`src/rtl/mult_unit_if.sv`:
```
// Execute-stage multiplier handshake bundle.
// master: pipeline/hazard side (drives MultStart, MultSigned, MultAbort, SrcA, SrcB)
// slave : multiplier (drives Busy, ProdV, Hi, Lo)
interface mult_unit_if #(
    parameter int unsigned WIDTH = 32
);
    logic             MultStart;
    logic             MultSigned;
    logic             MultAbort;
    logic [WIDTH-1:0] SrcA;
    logic [WIDTH-1:0] SrcB;
    logic             Busy;
    logic             ProdV;
    logic [WIDTH-1:0] Hi;
    logic [WIDTH-1:0] Lo;

    modport master (
        output MultStart, MultSigned, MultAbort, SrcA, SrcB,
        input  Busy, ProdV, Hi, Lo
    );

    modport slave (
        input  MultStart, MultSigned, MultAbort, SrcA, SrcB,
        output Busy, ProdV, Hi, Lo
    );
endinterface

```
`src/rtl/mult_unit.sv`:
```
// Iterative shift-add multiplier (MULT/MULTU) for the execute stage.
// Magnitudes are multiplied unsigned, BITS_PER_CYCLE multiplier bits per BUSY
// cycle; the sign is applied once in FIX. ProdV pulses for one cycle in DONE.
// Ports:
//   clk      - clock, rising edge
//   reset_n  - asynchronous active-low reset
//   mif      - mult_unit_if.slave: MultStart/MultSigned/MultAbort/SrcA/SrcB in,
//              Busy/ProdV/Hi/Lo out
// Optional feature: define MULT_EARLY_OUT_EN to leave BUSY as soon as the
// remaining multiplier is zero (data-dependent latency, identical results).
module mult_unit #(
    parameter int unsigned WIDTH          = 32,
    parameter int unsigned BITS_PER_CYCLE = 1
) (
    input  logic        clk,
    input  logic        reset_n,
    mult_unit_if.slave  mif
);

    localparam int unsigned N  = WIDTH / BITS_PER_CYCLE;
    localparam int unsigned PW = 2 * WIDTH;
    localparam int unsigned CW = $clog2(N + 1);
    localparam int unsigned DW = WIDTH + BITS_PER_CYCLE;
    localparam int unsigned SW = $clog2(PW);

`ifdef MULT_EARLY_OUT_EN
    localparam bit EARLY_OUT = 1'b1;
`else
    localparam bit EARLY_OUT = 1'b0;
`endif

    typedef enum logic [1:0] {
        S_IDLE = 2'd0,
        S_BUSY = 2'd1,
        S_FIX  = 2'd2,
        S_DONE = 2'd3
    } state_t;

    state_t state, next_state;

    logic [WIDTH-1:0]          a_mag;
    logic [WIDTH-1:0]          b_rem;
    logic [PW-1:0]             acc;
    logic [CW-1:0]             count;
    logic                      sign;
    logic                      load;
    logic                      iterate;
    logic                      commit;

    logic [WIDTH-1:0]          src_a_mag;
    logic [WIDTH-1:0]          src_b_mag;
    logic [BITS_PER_CYCLE-1:0] digit;
    logic [DW-1:0]             partial;
    logic [SW-1:0]             shamt;
    logic [PW-1:0]             addend;
    logic [PW-1:0]             result;

    // Operand magnitudes; the most-negative value maps to 2^(WIDTH-1), still unsigned-representable
    always_comb begin
        src_a_mag = mif.SrcA;
        src_b_mag = mif.SrcB;
        if (mif.MultSigned && mif.SrcA[WIDTH-1]) begin
            src_a_mag = (~mif.SrcA) + WIDTH'(1);
        end
        if (mif.MultSigned && mif.SrcB[WIDTH-1]) begin
            src_b_mag = (~mif.SrcB) + WIDTH'(1);
        end
    end

    // Partial product for the current multiplier digit, aligned to its weight
    always_comb begin
        digit   = b_rem[BITS_PER_CYCLE-1:0];
        partial = DW'(a_mag) * DW'(digit);
        shamt   = SW'(count) * SW'(BITS_PER_CYCLE);
        addend  = PW'(partial) << shamt;
        result  = sign ? ((~acc) + PW'(1)) : acc;
    end

    // State register
    always_ff @(posedge clk or negedge reset_n) begin
        if (!reset_n) begin
            state <= S_IDLE;
        end else begin
            state <= next_state;
        end
    end

    // Next-state, datapath strobes and status decode
    always_comb begin
        next_state = state;
        load       = 1'b0;
        iterate    = 1'b0;
        commit     = 1'b0;
        mif.Busy   = 1'b0;
        mif.ProdV  = 1'b0;
        case (state)
            S_IDLE: begin
                if (mif.MultStart && !mif.MultAbort) begin
                    load       = 1'b1;
                    next_state = S_BUSY;
                end
            end
            S_BUSY: begin
                mif.Busy = 1'b1;
                if (mif.MultAbort) begin
                    next_state = S_IDLE;
                end else if (EARLY_OUT && (b_rem == '0)) begin
                    next_state = S_FIX;
                end else begin
                    iterate = 1'b1;
                    if (count == CW'(N - 1)) begin
                        next_state = S_FIX;
                    end
                end
            end
            S_FIX: begin
                mif.Busy = 1'b1;
                if (mif.MultAbort) begin
                    next_state = S_IDLE;
                end else begin
                    commit     = 1'b1;
                    next_state = S_DONE;
                end
            end
            S_DONE: begin
                // Result is already committed; abort and start are both ignored here
                mif.ProdV  = 1'b1;
                next_state = S_IDLE;
            end
            default: next_state = S_IDLE;
        endcase
    end

    // Operand, accumulator and result registers
    always_ff @(posedge clk or negedge reset_n) begin
        if (!reset_n) begin
            a_mag   <= '0;
            b_rem   <= '0;
            acc     <= '0;
            count   <= '0;
            sign    <= 1'b0;
            mif.Hi  <= '0;
            mif.Lo  <= '0;
        end else begin
            if (load) begin
                a_mag <= src_a_mag;
                b_rem <= src_b_mag;
                sign  <= mif.MultSigned & (mif.SrcA[WIDTH-1] ^ mif.SrcB[WIDTH-1]);
                acc   <= '0;
                count <= '0;
            end else if (iterate) begin
                acc   <= acc + addend;
                b_rem <= b_rem >> BITS_PER_CYCLE;
                count <= count + CW'(1);
            end
            if (commit) begin
                mif.Hi <= result[PW-1:WIDTH];
                mif.Lo <= result[WIDTH-1:0];
            end
        end
    end

endmodule

```
`src/flat_wrapper.sv`:
```
// flat-port wrapper written by rule: the top's interface ports become plain ports
module mult_unit_flat 
#(
    parameter int unsigned WIDTH          = 32,
    parameter int unsigned BITS_PER_CYCLE = 1
)
  (clk, reset_n, mif_MultStart, mif_MultSigned, mif_MultAbort, mif_SrcA, mif_SrcB, mif_Busy, mif_ProdV, mif_Hi, mif_Lo);
  mult_unit_if #(.WIDTH(WIDTH)) mif_i ();
  input  logic clk;
  input  logic reset_n;
  input wire logic [$bits(mif_i.MultStart)-1:0] mif_MultStart;
  input wire logic [$bits(mif_i.MultSigned)-1:0] mif_MultSigned;
  input wire logic [$bits(mif_i.MultAbort)-1:0] mif_MultAbort;
  input wire logic [$bits(mif_i.SrcA)-1:0] mif_SrcA;
  input wire logic [$bits(mif_i.SrcB)-1:0] mif_SrcB;
  output wire logic [$bits(mif_i.Busy)-1:0] mif_Busy;
  output wire logic [$bits(mif_i.ProdV)-1:0] mif_ProdV;
  output wire logic [$bits(mif_i.Hi)-1:0] mif_Hi;
  output wire logic [$bits(mif_i.Lo)-1:0] mif_Lo;
  assign mif_i.MultStart = mif_MultStart;
  assign mif_i.MultSigned = mif_MultSigned;
  assign mif_i.MultAbort = mif_MultAbort;
  assign mif_i.SrcA = mif_SrcA;
  assign mif_i.SrcB = mif_SrcB;
  assign mif_Busy = mif_i.Busy;
  assign mif_ProdV = mif_i.ProdV;
  assign mif_Hi = mif_i.Hi;
  assign mif_Lo = mif_i.Lo;
  mult_unit #(.WIDTH(WIDTH), .BITS_PER_CYCLE(BITS_PER_CYCLE)) u_core (.clk(clk), .reset_n(reset_n), .mif(mif_i));
endmodule
```
`config.mk`:
```
export PLATFORM = sky130hd
export DESIGN_NAME = mult_unit_flat
export DESIGN_NICKNAME = d
export VERILOG_FILES = /design/src/rtl/mult_unit_if.sv /design/src/rtl/mult_unit.sv /design/src/flat_wrapper.sv
export SDC_FILE = /design/constraint.sdc
export NUM_CORES = 1
export LEC_CHECK = 0
export ABC_AREA = 0
export ABC_CLOCK_PERIOD_IN_PS = 14920
export BUFFER_PORTS_ARGS = -buffer_cell sky130_fd_sc_hd__buf_2
export CORE_MARGIN = 5
export CORE_UTILIZATION = 60
export CTS_CLUSTER_DIAMETER = 50
export CTS_CLUSTER_SIZE = 40
export DETAILED_ROUTE_END_ITERATION = 16
export PLACE_DENSITY_LB_ADDON = 0.08
export SLEW_MARGIN = 5
export SYNTH_ARGS = -nofsm -noshare
export SYNTH_HDL_FRONTEND = slang
export SYNTH_SLANG_ARGS = --single-unit
```
`constraint.sdc`:
```
create_clock -name clk -period 14.92 [get_ports clk]
set_input_delay 2.984 -clock clk [delete_from_list [all_inputs] [get_ports clk]]
set_output_delay 2.984 -clock clk [all_outputs]
set_load 0.05 [all_outputs]
```
Word-level counts from Yosys, hierarchy flattened

Cells that the tools add are included.

Flip-flop bits (word level): 201
Input port bits: 69
Output and inout bits: 66
Word-level logic and storage cells: 55

$add $sub $neg: 5
$mul: 1
Equality and inequality tests: 6
Shift-type cells: 1
Multiplexer cells: 21
Bitwise operators: 5
Reduce and logical (&&, ||, !) cells: 8

Operators with widths:

| kind                  | number |
|---|---|
| $mux 64               | 3 |
| $mux 32               | 4 |
| $add 32x1->32 const B | 2 |
| $add 64x1->64 const B | 1 |
| $add 64x64->64        | 1 |
| $not 32->32           | 2 |
| $not 64->64           | 1 |
| $shl 33x6->64         | 1 |
| $mul 32x1->33         | 1 |
| $mux 6                | 2 |
| $mux 2                | 4 |
| $pmux 2 s4            | 1 |
| $mux 1                | 7 |
| $add 6x1->6 const B   | 1 |
| $eq 6x5->1 const B    | 1 |
| $eq 2x2->1 const B    | 2 |
| $logic_and 1x1->1     | 3 |
| $ne 3x2->1 const B    | 1 |
| $eq 2x1->1 const B    | 1 |
| $logic_not 2->1       | 1 |
| $ne 2x1->1 const B    | 1 |
| $reduce_and 2->1      | 1 |
| $reduce_bool 2->1     | 1 |
| $reduce_or 2->1       | 1 |
| other kinds (3)       | 3 |

Depth between registers and ports, before layout

Depth in word-level cells: 5
Depth in mapped cells: 24
Depth with buffers taken out: 19

Worst setup path before layout

No wires, ideal clock.

Kind: register -> register
Start: register u_core.count[0]
End: register u_core.acc[50]
Setup time: 0.122 ns
Data arrival time: 5.078 ns
Required time: 14.798 ns
Path slack: 9.720 ns
Stages on the path, launching flop included: 24
Clock period less this slack: 5.200 ns
Cell sequence: dfrtp_1 -> clkbuf_1 -> buf_2 -> buf_1 -> clkbuf_1 -> mux2_2 -> nand2_1 -> o21ai_0 -> nand2_1 -> o21ai_0 -> mux2i_1 -> o21ai_0 -> and2_1 -> ha_1 -> clkbuf_1 -> a21oi_1 -> o21ai_0 -> a221o_1 -> nand2b_1 -> o311ai_0 -> o21ai_0 -> a21oi_1 -> or3_1 -> a32o_1

Longest elaborated chain between the ends: 4

Ends and longest elaborated chain:

| element                  | RTL line         | RTL |
|---|---|---|
| start: declaration       | mult_unit.sv:44  | `logic [CW-1:0] count;` |
| start signal: assignment | mult_unit.sv:154 | `count <= count + CW'(1);` |
| $shl 33x6->64            | mult_unit.sv:75  | `addend = PW'(partial) << shamt;` |
| $add 64x64->64           | mult_unit.sv:152 | `acc <= acc + addend;` |
| $mux 64                  | mult_unit.sv:151 | `end else if (iterate) begin` |
| $mux 64                  | mult_unit.sv:145 | `if (load) begin` |
| end signal: assignment   | mult_unit.sv:152 |  |
| end: declaration         | mult_unit.sv:43  | `logic [PW-1:0] acc;` |

Every way passes these cells. The select of a mux whose other input is x is not followed.
A chain may end at the register's enable or synchronous reset.

Worst setup path after layout

Start: register u_core.b_rem[0]
End: register u_core.acc[50]

Longest elaborated chain between the ends: 5

Ends and longest elaborated chain:

| element                  | RTL line         | RTL |
|---|---|---|
| start: declaration       | mult_unit.sv:42  | `logic [WIDTH-1:0] b_rem;` |
| start signal: assignment | mult_unit.sv:147 | `b_rem <= src_b_mag;` |
| start signal: assignment | mult_unit.sv:153 | `b_rem <= b_rem >> BITS_PER_CYCLE;` |
| $mul 32x1->33            | mult_unit.sv:73  | `partial = DW'(a_mag) * DW'(digit);` |
| $shl 33x6->64            | mult_unit.sv:75  |  |
| $add 64x64->64           | mult_unit.sv:152 |  |
| $mux 64                  | mult_unit.sv:151 |  |
| $mux 64                  | mult_unit.sv:145 |  |

Every way passes these cells. The select of a mux whose other input is x is not followed.

==> reports/metrics.cfg <==
[outcome]
outcome=finished, final reports clean

[setup_path]
crit_type=register to register
required_ns=15.36
crit_arrival_ns=5.93
ff2ff_setup_slack_ns=9.42
startpoint_type=register
end_kind=register
cp_max_fo=56
worstRegToRegCells=15

[grt]
grt_max_degree=131
grt_pass1_wl_mm=76.9
grt_pass1_vias=14700
antenna_found_initial=1
grt_use_total_pct=30.0
overflow=0

[logic_synthesis]
postSynth.asyncResetShare_pct=100
yosysTopAreaCellShare_pct=30.4
yosys.area.top_type=dfrtp_1
synth_area_leaders=dfrtp_1 (30%), nand2_1 (9.5%), o21ai_0 (7.2%)
syn_inst=2134
ys_ff_latch=201
synth_cell_types=71
synth_nets=2275
syn_area_sq_mm=0.0166
synth.yosys.seq_area_share_pct=30.4
synth_edf_count=0
ys.flop_type=dfrtp_1
avgSynthCellArea_sq_um=7.76
synth-warning-count=0

[power_and_ir_drop]
ir_drop_mv=0.0906
p_sw_share_pct=46.3
netSwitchingPower_mw=1.52
combPwrFrac_pct=51.7
p_clk_share_pct=21.0
sequentialPowerShare_pct=27.3
p_int_mw=1.76
totalPowerFinal_mw=3.27
p_per_area_mw_per_mm2=179
cellLeakagePower_nw=8.02

[clocking]
cts_setup_buffers=0
clock-sinks=201
cts_hold_buf=0
cts_tree=done
cts_made_buffers=27
clockBufferDepth=3
cts.clk_slew.worst_paths_ns=0.07
ctsResizeCount=0
cts_max_level=1
root_buffer=clkbuf_16
clock_latency_ns=0.55

[timing]
finalHoldViolCount=0
setup_viol_count_final=0
max_freq_mhz=182
timing.final.ws_setup_ns=9.42
setup_tns_ns=0
worst_pin_slew_ns=1.13
slew_headroom_pct=24.6
finalCritPeriodShare_pct=36.9
slew_violations=0
fin_worst_skew_ns=0.0207
rsz0062_at_grt=no
min_period_ns=5.50

[place]
pre_cts_ws_ns=9.37
gp_congestion=1.01
hpwl_mm=35.3
port_buffers=134

[cells_and_area]
syn_to_final_growth_pct=10.3
final_nets=2313
diodes=0
fillers=2350
drive_gt1_share_pct=11.8

[die]
io_pins=135
rows=60
die_h_um=176
die_w_um=176
initial_core_util_pct=61.3
design.core.area_sq_mm=0.0270
fp.dieArea_sq_mm=0.0310

[detailed_routing]
wl_per_cell_um=18.6
vias=15800
post-route-drc-count=0
antenna_left=0
routed_via_density=6.23
drt_iter0_drc=1209
wl_mm=47.2
drt_first_pass_iters=7

[worst_hold_path]
hold_class=register to register
holdPathStages=2

[run]
cap_violations=0

worst paths after layout:
check / from / to
max: u_core.b_rem[0] / u_core.acc[50]
min: u_core.mif.Lo[30] / u_core.mif.Lo[30]
max reg2reg: u_core.b_rem[0] / u_core.acc[50]
min reg2reg: u_core.mif.Lo[30] / u_core.mif.Lo[30]
max in group asynchronous: reset_n / u_core.count[0]
min in group asynchronous: reset_n / u_core.mif.Lo[13]
cells in the mapped netlist, drive strengths merged (7+ instances only):
cell    number
a211oi      12
a21o        33
a21oi      152
a31oi       44
and2        24
and3         8
buf         21
clkbuf     118
dfrtp      201
ha          71
inv         32
mux2        11
mux2i       28
mux4        26
nand2      419
nand2b      18
nand3       38
nand4       22
nor2       155
nor2b       11
nor3        42
nor3b        7
nor4        17
o21a        12
o21ai      240
o21bai      15
o22ai       23
o31ai       31
o41ai       17
or3         20
or4         14
xnor2       61
xor2       110
final cells by class:
type                            instances  area (sq um)  share of cell area, %
Clock inverter                         22           293                   1.60
Tap cell                              341           427                   2.34
Timing Repair Buffer                  148           785                   4.30
Sequential cell                       201          5030                   27.6
Clock buffer                           28           689                   3.78
Multi-Input combinational cell       1762         10900                   59.8
Inverter                               32           120                  0.658
power groups by stage:
stage                     Clock (mW)  Combinational (mW)  Sequential (mW)
after floorplan                    0                1.31            0.805
after global placement             0                1.63            0.885
after detailed placement           0                1.66            0.894
after CTS                      0.700                1.67            0.887
after global routing           0.726                1.88            0.917
final                          0.689                1.69            0.893
through the flow:
step | instance area (sq um) | instances | utilization, % | hold slack (ns)
2_1_floorplan | 16600 | 2134 | - | 0.466
3_3_place_gp | 17300 | 2484 | 63.9 | 0.456
3_5_place_dp | 17300 | 2484 | 63.9 | 0.465
4_1_cts | 18300 | 2534 | 67.5 | 0.478
5_1_grt | 18300 | 2534 | 67.5 | 0.490
6_report | 18300 | 2534 | 67.5 | 0.469
cells by family after synthesis:
logic type               share of synthesized area [%]
buffers and inverters                             3.89
flip-flops                                        30.4
multiplexers                                      5.98
AND/OR/NAND/NOR                                   22.1
adder cells (fa/ha/maj)                           5.49
XOR/XNOR                                          9.05
AO/OA/AOI/OAI                                     23.2
layout by cell type, fill, tap and decap left out, types with 19 or more instances in the layout:
master and n:
clkbuf_16 27, or3_1 19, xor2_1 110, mux2i_1 28
nor2_1 154, o22ai_1 23, o31ai_1 30, mux4_2 26
nand2_1 419, nand3_1 38, ha_1 71, o21ai_0 238
a31oi_1 44, dfrtp_1 198, buf_2 133, nor3_1 42
nand4_1 22, inv_1 32, a21oi_1 152, a21o_1 33
and2_1 23, xnor2_1 61
metal layers:
metal,global-route usage (%),wire [um],part of all wire [%],vias to the layer above
met1,42.6,21200,45,7374
met5,0,13,0.028,-
met4,10.2,1700,3.6,2
met3,4.43,3530,7.5,100
li1,-,-,-,7735
met2,47.4,20800,44,571
worst max-delay path, cell delays in order (launching register included):
cell	delay (ns)
dfrtp_1	0.32
buf_4	0.41
inv_1	0.16
nor4b_1	0.73
a21oi_1	0.27
a21oi_1	0.35
and2_1	0.19
ha_1	0.28
and4_1	0.25
a21o_1	0.17
a221oi_1	0.78
nor4_1	0.19
o21ai_0	0.54
a21oi_1	0.16
or3_1	0.33
a32o_1	0.24
registers in the layout, indices dropped and copies added, names as in the netlist:
register / flops
u_core.acc: 64
u_core.a_mag: 32
u_core.b_rem: 32
u_core.mif.Hi: 32
u_core.mif.Lo: 32
u_core.count: 6
u_core.state: 2
u_core.sign: 1
Power figures use the tool's default switching activity.
